<file path="config.mk">
export PLATFORM = sky130hd
export DESIGN_NAME = ecc_insn_sequencer
export DESIGN_NICKNAME = d
export VERILOG_FILES = /design/src/rtl/ecc_insn_sequencer.sv
export SDC_FILE = /design/constraint.sdc
export NUM_CORES = 1
export LEC_CHECK = 0
export ABC_AREA = 0
export BUFFER_PORTS_ARGS = -buffer_cell sky130_fd_sc_hd__buf_2
export CORE_AREA = 8 8 234 236
export DETAILED_ROUTE_END_ITERATION = 7
export DIE_AREA = 0 0 242 244
export GPL_ROUTABILITY_DRIVEN = 0
export REMOVE_ABC_BUFFERS = 1
export SLEW_MARGIN = 30
export SYNTH_ARGS = -nofsm -noshare
export SYNTH_HDL_FRONTEND = slang
export SYNTH_SLANG_ARGS = --single-unit
export TNS_END_PERCENT = 50
</file>
<file path="constraint.sdc">
create_clock -name clk -period 6.4 [get_ports clk]
set_input_delay 0.32 -clock clk [delete_from_list [all_inputs] [get_ports clk]]
set_output_delay 0.32 -clock clk [all_outputs]
set_load 0.005 [all_outputs]
</file>
<file path="src/rtl/ecc_insn_sequencer.sv">
// rtl/ecc_insn_sequencer.sv - instruction fetch/issue sequencer for the ECC datapath
// Owns PC, NZP flags, carry, branch/JSR resolution, writeback strobe and halt/watchdog stop.
module ecc_insn_sequencer #(
  parameter int WORD_SIZE = 256,
  parameter int INSN      = 19,
  parameter int IADDR     = 10,
  parameter int MAX_INSNS = 65535
) (
  input  logic                 clk,
  input  logic                 rst,
  input  logic                 i_start,
  input  logic [IADDR:0]       i_start_pc,
  output logic                 o_imem_req,
  output logic [IADDR:0]       o_imem_addr,
  input  logic                 i_imem_valid,
  input  logic [INSN:0]        i_imem_insn,
  output logic [INSN:0]        o_insn,
  output logic [IADDR:0]       o_pc,
  output logic                 o_carry,
  input  logic [WORD_SIZE-1:0] i_alu_result,
  output logic                 o_wb_en,
  output logic [WORD_SIZE-1:0] o_wb_data,
  output logic                 o_busy,
  output logic                 o_done,
  output logic                 o_error,
  output logic [15:0]          o_insn_count
);

  typedef enum logic [2:0] {S_IDLE, S_FETCH, S_EXEC, S_WB, S_DONE} state_t;

  localparam logic [15:0] MAX_CNT = MAX_INSNS[15:0];

  state_t     state;
  logic [2:0] nzp;
  logic [4:0] opcode;
  logic [2:0] br_mask;
  logic       is_nop, is_jsr, is_alu, is_chk, is_halt, is_illegal, br_taken;
  logic [15:0] count_next;
  logic        wd_hit, res_n, res_z;
  logic [IADDR:0] pc_inc, pc_target;

  assign opcode      = o_insn[INSN -: 5];
  assign o_imem_addr = o_pc;

  always_comb begin
    is_nop  = 1'b0;
    is_jsr  = 1'b0;
    is_alu  = 1'b0;
    is_chk  = 1'b0;
    is_halt = 1'b0;
    br_mask = 3'b000;
    case (opcode)
      5'b00000: is_nop = 1'b1;
      5'b00001: br_mask = 3'b010;
      5'b00010: br_mask = 3'b011;
      5'b00011: br_mask = 3'b101;
      5'b00100: br_mask = 3'b110;
      5'b01000: is_jsr = 1'b1;
      5'b00101, 5'b00110, 5'b00111, 5'b01001, 5'b01010, 5'b01011, 5'b01100,
      5'b01101, 5'b01110, 5'b01111, 5'b10010, 5'b10100, 5'b10101: is_alu = 1'b1;
      5'b10000, 5'b10011: begin
        is_alu = 1'b1;
        is_chk = 1'b1;
      end
      5'b11111: is_halt = 1'b1;
      default: ;
    endcase
  end

  // Branches test the flags left by earlier ALU ops, never the branch's own result.
  assign br_taken   = |(br_mask & nzp);
  assign is_illegal = ~(is_nop | is_jsr | is_alu | is_halt | (|br_mask));
  assign count_next = (o_insn_count == MAX_CNT) ? o_insn_count : o_insn_count + 16'd1;
  assign wd_hit     = (count_next == MAX_CNT);
  assign res_n      = o_wb_data[WORD_SIZE-1];
  assign res_z      = ~|o_wb_data;
  assign pc_inc     = o_pc + {{IADDR{1'b0}}, 1'b1};
  assign pc_target  = o_wb_data[IADDR:0];

  always_ff @(posedge clk) begin
    if (rst) begin
      state        <= S_IDLE;
      nzp          <= 3'b010;
      o_imem_req   <= 1'b0;
      o_insn       <= '0;
      o_pc         <= '0;
      o_carry      <= 1'b0;
      o_wb_en      <= 1'b0;
      o_wb_data    <= '0;
      o_busy       <= 1'b0;
      o_done       <= 1'b0;
      o_error      <= 1'b0;
      o_insn_count <= '0;
    end else begin
      o_wb_en <= 1'b0;
      case (state)
        S_IDLE, S_DONE: begin
          if (i_start) begin
            state        <= S_FETCH;
            o_pc         <= i_start_pc;
            o_insn_count <= '0;
            o_error      <= 1'b0;
            nzp          <= 3'b010;
            o_carry      <= 1'b0;
            o_done       <= 1'b0;
            o_busy       <= 1'b1;
            o_imem_req   <= 1'b1;
          end
        end
        S_FETCH: begin
          if (i_imem_valid) begin
            o_insn     <= i_imem_insn;
            o_imem_req <= 1'b0;
            state      <= S_EXEC;
          end
        end
        S_EXEC: begin
          o_wb_data <= i_alu_result;
          o_wb_en   <= is_alu;
          state     <= S_WB;
        end
        S_WB: begin
          o_insn_count <= count_next;
          if (is_alu) begin
            nzp <= {res_n, res_z, ~res_n & ~res_z};
          end
          if (is_chk) begin
            o_carry <= o_wb_data[0];
          end
          o_pc <= (is_jsr || br_taken) ? pc_target : pc_inc;
          if (is_halt || is_illegal || wd_hit) begin
            state   <= S_DONE;
            o_busy  <= 1'b0;
            o_done  <= 1'b1;
            o_error <= is_illegal | wd_hit;
          end else begin
            state      <= S_FETCH;
            o_imem_req <= 1'b1;
          end
        end
        default: state <= S_IDLE;
      endcase
    end
  end

endmodule
</file>
* Yosys cells after proc, flatten, opt, wreduce, memory -nomap -nowiden
Index checks and enable logic that the tools add are counted.
** Word-level totals
- Input port bits :: 291
- Flip-flop bits (word level) :: 315
- Output and inout bits :: 320
- Word-level logic and storage cells :: 111
** Cells by class
- Reductions and logical operators :: 22
- Bitwise gates (word level) :: 10
- Eq/ne operators :: 33
- Mux-type cells :: 32
- Add/sub/neg operators :: 2
** Operators by type and width (count)
- OR reduction 256 bit :: 1
- == test 5 x 4 -> 1 bit, second input constant :: 8
- == test 16 bit, second input constant :: 2
- two-way mux 16 bit :: 2
- one-hot mux 16 bit (2 select lines) :: 1
- == test 5 bit, second input constant :: 6
- one-hot mux 3 bit (4 select lines) :: 2
- two-way mux 11 bit :: 2
- one-hot mux 11 bit (2 select lines) :: 1
- == test 5 x 3 -> 1 bit, second input constant :: 4
- adder 16 x 1 -> 16 bit, second input constant :: 1
- two-way mux 3 bit :: 5
- OR reduction 15 bit :: 1
- two-way mux 1 bit :: 13
- != test 2 bit, second input constant :: 6
- adder 11 x 1 -> 11 bit, second input constant :: 1
- == test 5 x 2 -> 1 bit, second input constant :: 2
- AND reduction 3 bit :: 3
- one-hot mux 1 bit (2 select lines) :: 4
- == test 3 x 2 -> 1 bit, second input constant :: 2
- one-hot mux 3 bit (2 select lines) :: 1
- AND reduction 2 bit :: 3
- OR reduction 2 bit :: 3
- OR reduction 3 bit :: 2
- 15 further kinds :: 23

* Longest topological paths before layout
Gate-level depths: netlist of run 1.
- Depth in word-level cells :: 11
- Mapped depth :: 9
- Depth with buffers taken out :: 8

* Least setup slack after synthesis of run 1
Ideal clock, no wire load.
- Path type :: register -> register
- Start point :: register o_insn_count[1]
- End point :: register o_imem_req
- Setup slack :: 4.018 ns
- Data required time :: 6.282 ns
- Data arrival time :: 2.264 ns
- Cell stages (with the launch flop) :: 10
- Period minus slack after synthesis :: 2.382 ns
- Setup time :: 0.118 ns
- Path buffers :: 1
- Cells stage by stage :: dfxtp_1 ha_1 nand3_2 or4_1 buf_2 o21ai_2 and4_1 a41oi_1 nand2b_4 o2111a_1
** On the way
- Word-level cells in the longest chain between the ends :: 6
- Elaborated cells between the ends (all ways) :: 7
- Classes of those cells :: add/sub (1); eq/ne (3); mux (1); reduce/logical (2)
** RTL lines
- from (decl) :: RTL line 26 : output logic [15:0] o_insn_count
- from (signal assigned) :: RTL line 123 : o_insn_count <= count_next;
- adder 16 x 1 -> 16 bit or == test 16 bit (tied branches) :: RTL line 73 : assign count_next = (o_insn_count == MAX_CNT) ? o_insn_count : o_insn_count + 16'd1;
- two-way mux 16 bit (*) :: RTL line 73
- == test 16 bit (*) :: RTL line 74 : assign wd_hit = (count_next == MAX_CNT);
- logical OR 1 bit (*) :: RTL line 131 : if (is_halt || is_illegal || wd_hit) begin
- != test 2 bit (no line) (*)
- AND reduction 4 bit (no line) (*)
- to (signal assigned) :: RTL line 84 : o_imem_req <= 1'b0;
- to (signal assigned) :: RTL line 107 : o_imem_req <= 1'b1;
- to (signal assigned) :: RTL line 138 : o_imem_req <= 1'b1;
- to (decl) :: RTL line 13 : output logic o_imem_req,
Mark *: on every way between the ends. The rest lies on a longest branch, timed or not.
A chain may end at the register's enable or synchronous reset.

* Final worst setup path of run 1
- Start point :: register o_wb_data[28]
- End point :: register nzp[0]
** On the way
- Word-level cells in the longest chain between the ends :: 4
** RTL lines
- from (decl) :: RTL line 22 : output logic [WORD_SIZE-1:0] o_wb_data,
- from (signal assigned) :: RTL line 118 : o_wb_data <= i_alu_result;
- OR reduction 256 bit :: RTL line 76 : assign res_z = ~|o_wb_data;
- AND 1 bit :: RTL line 125 : nzp <= {res_n, res_z, ~res_n & ~res_z};
- two-way mux 3 bit :: RTL line 124 : if (is_alu) begin
- one-hot mux 3 bit (2 select lines) :: RTL line 96 : case (state)
- to (signal assigned) :: RTL line 125
- to (decl) :: RTL line 34 : logic [2:0] nzp;
No other way between the ends. The select of a mux whose other input is x is not followed.

==> results.cfg, run 1 <==
[detailed_routing]
vias = 14800
first_pass_iters = 6
viasPerCell = 4.73
wl_per_cell_um = 18.4
ant_nets = 0
wl_met1_um = 22200
wl_met3_um = 4760
first_iter_violations = 925
wl_met2_um = 28200
top_layer_used = met4
drt_wl_total_um = 57300
drc = 0

[power_and_ir_drop]
switching_share = 0.267
p_comb_frac = 0.142
switchingPower_mw = 1.31
intPower_mw = 3.61
leakage_nw = 8.50
p_seq_frac = 0.431
clock_power_share = 0.427
power.density_nw_per_um2 = 251
ir_drop_uv = 222

[cells_and_area]
fin_cells = 3118
drive_above_1_share = 0.286
fillers = 5106
area_delta_synth_final_pct = 55.6
nets = 2704
final_util = 0.385
final_cell_area_sq_um = 19600

[place]
io_buffers = 610
place_hpwl_um = 40900
place_inst = 2820
place_ws_ns = 3.42
placedInstanceArea_sq_um = 16100

[synth]
synth_fa_ha_area_frac = 0.00199
synth_top_family_by_area = simple AND/OR/NAND/NOR gates
synth_cell_type_count = 59
synth-simple-area-share = 0.268
synth_compound_area_frac = 0.158
synthTopCellsByCount = nand2_1, dfxtp_1, a21oi_1
yosysWarnings = 0
yosysMostFrequentCell = nand2_1
synth-xor-area-share = 0.00835
synth_area_leader_cell = dfxtp_1
synth_edf_count = 0
synthMuxAreaShare = 0.0160
async_flop_share = 0
syn_avg_cell_area_sq_um = 7.63
synthCells = 1650
syn_area_sq_um = 12600
synth_top_area_share = 0.501
ys_top_cells_by_area = dfxtp_1, nand2_1, a21oi_1
ys_seq_area_frac = 0.501
ys.flop_type = dfxtp_1
ys_seq_elements = 315

[cts]
cts_inserted_buffers = 37
clk_path_buf_depth = 3
path_clk_slew_ns = 0.06
tritoncts = done
clockRootBuffer = clkbuf_16
htree_levels = 2
clock-sinks = 315
insertion_delay_ns = 0.55

[timing]
worst_pin_slew_ns = 0.980
skew_ns = 0.0232
period_needed_ns = 2.76
max-slew-margin-rel = 0.347
setup_viol = 0
min_period_over_period = 0.431
timing.fmax_mhz = 362
fin_ws_ns = 3.64
hold_viol = 0
slew_violations = 0
rsz0062_at_grt = no

[floorplan]
core_sq_um = 50900
dieHeight_um = 244
io_pins = 611
dieWidth_um = 242
dieArea_sq_um = 59000
fp-row-count = 83
start_util = 0.247

[setup_path]
critPathLaunchType = register
cp_max_fo = 3
cp-end-kind = register
worstSetupPathType = reg -> reg
cp.required_ns = 6.83
arrival_ns = 3.18

[outcome]
status = complete, no violations

[global_route]
antenna_found_initial = 1
grt_max_degree = 169
grt_overflow = 0
grt_pass1_vias = 14800
grt_util_all_layers = 0.181
grt_pass1_wl_um = 86900

[job]
cap_violations = 0

[worst_hold_path]
holdCritPathClass = in -> reg
-- layout by cell type, fill, tap and decap left out, types with 3 or more instances in the layout --
master and count:
a311oi_1 6, buf_2 609, clkbuf_16 37, nor2_1 31, xnor2_1 9, dlygate4sd3_1 231, a31o_2 4, a21oi_1 304
nor3_1 14, a31oi_1 4, nand2_1 601, o21ai_0 28, and2_1 5, dfxtp_1 315, clkbuf_1 7, and3_1 4
buf_4 10, clkinv_2 7, nor2b_1 3, nor4_1 73, o211a_1 3, nand2b_1 4, xor2_1 3, nand3_1 12
mux2i_1 19, inv_1 11, clkbuf_8 8, nand4_1 23
-- power groups by stage --
stage,combinational (mW),clock [mW],sequential [mW]
global route,0.766,2.24,2.13
floorplan,0.278,0,2.15
detailed placement,0.588,0,2.16
global placement,0.587,0,2.15
finish,0.699,2.10,2.12
CTS,0.704,2.16,2.12
-- final timing paths --
path / start / end / slack [ns] / depth (start not counted)
max: o_wb_data[28] / nzp[0] / 3.64 / 7
min: i_alu_result[242] / o_wb_data[242] / 0.04 / 3
max reg2reg: o_wb_data[28] / nzp[0] / 3.64 / 7
min reg2reg: o_insn[5] / o_insn[5] / 0.46 / 2
-- per-layer routing --
metal | track usage | up-vias
li1 | - | 7101
met1 | 0.204 | 6881
met2 | 0.319 | 661
met3 | 0.0554 | 119
met4 | 0.0720 | 0
met5 | 0 | -
-- critical path: stages, from the launching register on --
cell and delay (ns):
dfxtp_1 0.35, nor4_1 0.65, nand4_1 0.31, nor4_1 0.59
nand4_1 0.32, nand2_1 0.16, a21oi_1 0.09, o211a_1 0.17
-- registers in the layout (all words and copies together) (netlist names) --
signal,cells
o_wb_data,256
o_done,1
o_imem_req,1
nzp,3
o_imem_addr,11
state,3
o_error,1
o_busy,1
o_wb_en,1
o_insn_count,16
o_insn,20
o_carry,1
-- area by class of cell --
class,count,area (sq um),share of cell area
Antenna cell,1,2.50,0.000128
Clock buffer,52,1060,0.0542
Clock inverter,13,128,0.00652
Inverter,11,41.3,0.00211
Multi-Input combinational cell,1193,5710,0.291
Sequential cell,315,6310,0.322
Tap cell,680,851,0.0434
Timing Repair Buffer,853,5490,0.280
-- stage by stage --
stage	hold slack [ns]	setup TNS [ns]	power, mW
final	0.0415	0	4.92
after global routing	0.0113	0	5.14
after CTS	0.000708	0	4.98
after detailed placement	0.447	0	2.75
after global placement	0.440	0	2.74
after floorplan	0.389	-2031.66	2.43
-- cell families (layout without fill, tap and decap cells) --
group	after synthesis	in the layout
AND/OR/NAND/NOR	788	788
AO/OA/AOI/OAI	371	371
flip-flops	315	315
buffers and inverters	142	929
multiplexers	20	20
XOR/XNOR	12	12
adder cells (fa/ha/maj)	2	2
other	0	1
-- timing repair --
| action | 4_1_cts | 5_1_grt |
|---|---|---|
| endpoints found under the hold margin | 231 | 0 |
| hold buffers | 231 | 0 |
| buffers inserted | 0 | 0 |
| resized for setup | 0 | 0 |
Note: power is estimated with default switching activity, not from simulation.
==> run 2: changes to the inputs <==
==> constraint.sdc (replaced) <==
create_clock -name clk -period 2.2 [get_ports clk]
set_input_delay 0.11 -clock clk [delete_from_list [all_inputs] [get_ports clk]]
set_output_delay 0.11 -clock clk [all_outputs]
set_load 0.005 [all_outputs]
==> run 2 against run 1 <==
  * Critical path depth grew 1
  * Fmax increased by 27%
  * Combinational power increased to 3.4 times the previous value
  * Core utilization is 3.3 points higher
  * Power grew to 3.0 times the previous value
==> results.cfg, run 2 (synthesis results as in run 1) <==
[outcome]
status = complete, no violations

[cells_and_area]
fillers = 4953
layout_commonest_cell = buf_2
largest_reg_flops = 256
nets = 2853
antennaDiodeCount = 0
area_delta_synth_final_pct = 69.1
final_cell_area_sq_um = 21300
reg_top3 = o_wb_data (256), o_insn (20), o_insn_count (16)
drive_above_1_share = 0.317
fin_cells = 3264
mostFrequentLayoutCells = buf_2, nand2_1, dfxtp_1
largest_register = o_wb_data
final_util = 0.418

[power_and_ir_drop]
leakage_nw = 9.37
ir_drop_uv = 570
power_mw = 14.9
power.density_nw_per_um2 = 699

[timing]
hold_viol = 0
slew_violations = 0
tns_ns = 0
worst_pin_slew_ns = 1.17
period_needed_ns = 2.17
max-slew-margin-rel = 0.221
rsz0062_at_grt = yes
skew_ns = 0.0125
timing.fmax_mhz = 462
setup_viol = 0
min_period_over_period = 0.984

[detailed_routing]
first_pass_iters = 5
wl_per_cell_um = 18.3
viasPerCell = 4.79
vias = 15600
drt_wl_total_um = 59700
ant_nets = 0
drc = 0
first_iter_violations = 933

[setup_path]
cp_max_fo = 8
arrival_ns = 2.59
worstSetupPathType = reg -> reg
startpoint = o_insn_count[7]
cp.required_ns = 2.62
cp-end-kind = register
critPathLaunchType = register
reg2reg_from = o_insn_count[7]

[floorplan]
dieHeight_um = 244
start_util = 0.247
dieArea_sq_um = 59000
dieWidth_um = 242
fp-row-count = 83
io_pins = 611
core_sq_um = 50900

[cts]
clock-sinks = 315
insertion_delay_ns = 0.53
htree_levels = 2
path_clk_slew_ns = 0.06
clockRootBuffer = clkbuf_16
clk_path_buf_depth = 3
cts_inserted_buffers = 37
tritoncts = done

[place]
place_hpwl_um = 42100
place_inst = 2903
placedInstanceArea_sq_um = 16800
io_buffers = 610

[global_route]
grt_pass1_vias = 16100
antenna_found_initial = 2
grt_pass1_wl_um = 91400
grt_overflow = 0
grt_max_degree = 176
grt_util_all_layers = 0.189

[job]
cap_violations = 0

[worst_hold_path]
holdCritPathClass = in -> reg
hp-start = i_imem_valid
==> run 2: cell types whose count changed in the layout (fill, tap and decap cells not counted), sizes merged, moves of 2 or more <==
cell and change:
buf +84, bufinv +3, clkinv -2, clkinvlp -2
dlygate4sd3 +65
==> run 2: timing repair <==
item	4_1_cts	5_1_grt
hold buffers	296	0
gates resized for setup	31	25
buffers inserted	3	0
endpoints found under the setup margin	7	16
gates cloned	0	0
endpoints found under the hold margin	292	0
pin swaps	9	6
==> run 2: report_power, final <==
group          internal [mW]  total, mW  switching, mW
sequential              5.94       6.17          0.230
combinational           1.18       2.37           1.19
clock                   3.88       6.34           2.46
total                   11.0       14.9           3.88
==> run 2: metrics by stage <==
stage | hold WS (ns) | setup WS, ns
2_1_floorplan | 0.179 | -12.14
3_3_place_gp | 0.350 | -0.231
3_5_place_dp | 0.355 | -0.245
4_1_cts | 0.0294 | 0.00117
5_1_grt | 0.0695 | -0.0489
6_report | 0.0767 | 0.0343
==> run 2: critical path, stage by stage, from the launching register on <==
cell	delay [ns]
dfxtp_1	0.37
buf_4	0.19
nand3_1	0.10
nor3_2	0.22
mux2i_1	0.16
a2111oi_4	0.38
a41oi_2	0.19
nand2b_4	0.19
o2111a_1	0.23
==> run 2: area by class of cell <==
class,count,area (sq um),share of cell area
clock buffer,51,1040,0.0488
clock inverter,12,196,0.00923
inverter,11,41.3,0.00194
multi-input combinational,1193,5990,0.281
sequential,315,6320,0.297
tap,680,851,0.0400
timing repair buffer,1002,6850,0.322
==> run 2: layer usage <==
layer	up-vias	global-route usage	wire length, um
met2	742	0.336	29500
li1	7396	-	-
met1	7326	0.208	22500
met5	-	0	22
met4	4	0.0830	2650
met3	167	0.0565	5060
==> run 2: final timing paths <==
| kind | to | slack, ns | cells past startpoint |
|---|---|---|---|
| hold / removal | state[1] | 0.08 | 5 |
| setup reg to reg | o_imem_req | 0.03 | 8 |
| setup / recovery | o_imem_req | 0.03 | 8 |
| hold reg to reg | o_insn[13] | 0.45 | 2 |
==> run 3: changes to the inputs <==
--- a/config.mk
+++ b/config.mk
@@ -7,10 +7,13 @@
 export LEC_CHECK = 0
 export ABC_AREA = 0
 export BUFFER_PORTS_ARGS = -buffer_cell sky130_fd_sc_hd__buf_2
-export CORE_AREA = 8 8 234 236
+export CELL_PAD_IN_SITES_DETAIL_PLACEMENT = 1
+export CELL_PAD_IN_SITES_GLOBAL_PLACEMENT = 1
+export CORE_AREA = 8 8 231 233
 export DETAILED_ROUTE_END_ITERATION = 7
-export DIE_AREA = 0 0 242 244
+export DIE_AREA = 0 0 239 241
 export GPL_ROUTABILITY_DRIVEN = 0
+export PLACE_DENSITY_LB_ADDON = 0.1
 export REMOVE_ABC_BUFFERS = 1
 export SLEW_MARGIN = 30
 export SYNTH_ARGS = -nofsm -noshare
==> constraint.sdc (replaced) <==
create_clock -name clk -period 2.2 [get_ports clk]
set_input_delay 0.33 -clock clk [delete_from_list [all_inputs] [get_ports clk]]
set_output_delay 0.33 -clock clk [all_outputs]
set_load 0.005 [all_outputs]
==> run 3 against run 2 <==
  * Critical path depth unchanged
  * Clock skew down 0.00064 ns
  * Wire length grew 13%
  * Combinational power decreased by 7%
  * Fmax hardly changed
  * Largest cell class is now sequential cells
  * Final area shrank 3.9%
  * Via count decreased by 3.9%
==> results.cfg, run 3 (synthesis results as in run 1) <==
[global_route]
grt_overflow = 0
grt_use_met1 = 0.247
grt_util_all_layers = 0.222
grt_pass1_wl_um = 99400
grt.busiest_layer = met2
antenna_found_initial = 9
grt_max_degree = 173
met3_usage = 0.0717
grt_pass1_vias = 16300
met2_usage = 0.397

[timing]
worst_pin_slew_ns = 1.03
timing.fmax_mhz = 462
period_needed_ns = 2.16
rsz0062_at_grt = yes
skew_ns = 0.0119
min_period_over_period = 0.984
setup_viol = 0
fin_ws_ns = 0.0358
slew_violations = 0
max-slew-margin-rel = 0.316
hold_viol = 0

[power_and_ir_drop]
leakage_nw = 9.00
power.density_nw_per_um2 = 737
p_seq_frac = 0.409
switchingPower_mw = 4.05
switching_share = 0.269
power_mw = 15.1
ir_drop_uv = 617
intPower_mw = 11.0
clock_power_share = 0.445
p_comb_frac = 0.146

[cts]
tritoncts = done
clockRootBuffer = clkbuf_16
insertion_delay_ns = 0.56
clock-sinks = 315
clk_path_buf_depth = 3
cts_inserted_buffers = 41
path_clk_slew_ns = 0.06
htree_levels = 2

[floorplan]
start_util = 0.253
fp-row-count = 82
core_sq_um = 49700
dieHeight_um = 241
io_pins = 611
dieArea_sq_um = 57600
dieWidth_um = 239

[setup_path]
crit_family = simple AND/OR/NAND/NOR gates
arrival_ns = 2.60
critPathLaunchType = register
worstSetupPathType = reg -> reg
startpoint = o_insn_count[0]
max_stage_delay_ns = 0.57
cp.required_ns = 2.64
slowest_stage = or4_4
worstPathCellList = ha_4 -> nand3_4 -> or4_4 -> o21ai_2 -> and4_4 -> a41oi_4 -> nand2b_4 -> o2111a_1
cp_max_fo = 5
reg2reg_from = o_insn_count[0]
cp-end-kind = register
worst-path-buf-inv = 0

[place]
place_hpwl_um = 50700
place_ws_ns = -0.221
placedInstanceArea_sq_um = 16700
io_buffers = 610

[cells_and_area]
fillers = 6159
layout_commonest_cell = buf_2
area_delta_synth_final_pct = 62.6
reg_top3 = o_wb_data (256), o_insn (20), o_insn_count (16)
mostFrequentLayoutCells = buf_2, nand2_1, a21oi_1, dfxtp_1, dlygate4sd3_1
final_util = 0.412
largest_register = o_wb_data
nets = 2758
drive_above_1_share = 0.333
largest_reg_flops = 256
final_cell_area_sq_um = 20500

[detailed_routing]
first_iter_violations = 736
wl_per_cell_um = 21.3
vias = 15000
ant_nets = 0
drc = 0
viasPerCell = 4.74
drt_wl_total_um = 67500
first_pass_iters = 4

[worst_hold_path]
holdCritPathClass = in -> reg
hp-start = i_alu_result[176]

[outcome]
status = complete, no violations

[job]
cap_violations = 0
[run 3: cell count changes in the layout (fill, tap and decap cells not counted), moves of 3 or more]
cell / change
buf_6: +8
buf_4: -7
dlygate4sd3_1: -100
dfxtp_1: -3
nor4_4: -5
diode_2: +5
nor4_1: +3
bufinv_16: -3
clkinv_2: +3
dfxtp_4: +5
clkbuf_8: +6
clkbuf_16: +4
[run 3: worst reg2reg max path, cell delays in order (launching register included)]
cell and delay [ns]:
dfxtp_4 0.36, ha_4 0.15, nand3_4 0.10, or4_4 0.57, o21ai_2 0.08, and4_4 0.26
a41oi_4 0.12, nand2b_4 0.18, o2111a_1 0.23
[run 3: metrics by stage]
step	hold slack, ns	setup TNS (ns)	instances
2_1_floorplan	0.399	-3108.45	1519
3_3_place_gp	0.440	-1.10	2889
3_5_place_dp	0.448	-0.973	2889
4_1_cts	0.0000342	0	3161
5_1_grt	0.00858	-0.158	3172
6_report	0.0257	0	3173
[run 3: layout make-up]
cell class,instances,area [sq um],area share
diodes,5,12.5,0.000611
clock buffers,63,1230,0.0600
clock inverters,11,113,0.00550
inverters,11,41.3,0.00202
multi-input cells,1193,6000,0.293
flip-flops and latches,315,6330,0.310
well taps,672,841,0.0411
repair buffers,903,5890,0.288
[run 3: what timing repair did]
action | CTS | global route
hold buffers | 196 | 0
setup buffers | 3 | 8
pin swaps | 14 | 28
endpoints found under the setup margin | 8 | 9
gates resized for setup | 42 | 34
hold endpoints to repair | 196 | 0
[run 3: per-layer routing]
layer,wire [um],vias up,part of all wire
met5,40,-,0.00059
met4,1790,6,0.026
met3,5110,103,0.076
met2,34100,445,0.51
met1,26400,7253,0.39
li1,-,7226,-
[run 3: power groups by stage]
stage | Combinational (mW) | Sequential [mW] | Clock, mW
after floorplan | 0.808 | 6.26 | 0
after global placement | 1.87 | 6.27 | 0
after detailed placement | 1.89 | 6.28 | 0
after CTS | 2.24 | 6.16 | 6.93
after global routing | 2.42 | 6.19 | 7.14
final | 2.20 | 6.16 | 6.71
[run 3: final timing paths]
path                            slack (ns)             end  cells after the start
worst max-delay path                  0.04      o_imem_req                      8
worst min-delay path                  0.03  o_wb_data[176]                      3
worst max register to register        0.04      o_imem_req                      8
worst min register to register        0.45       o_insn[4]                      2
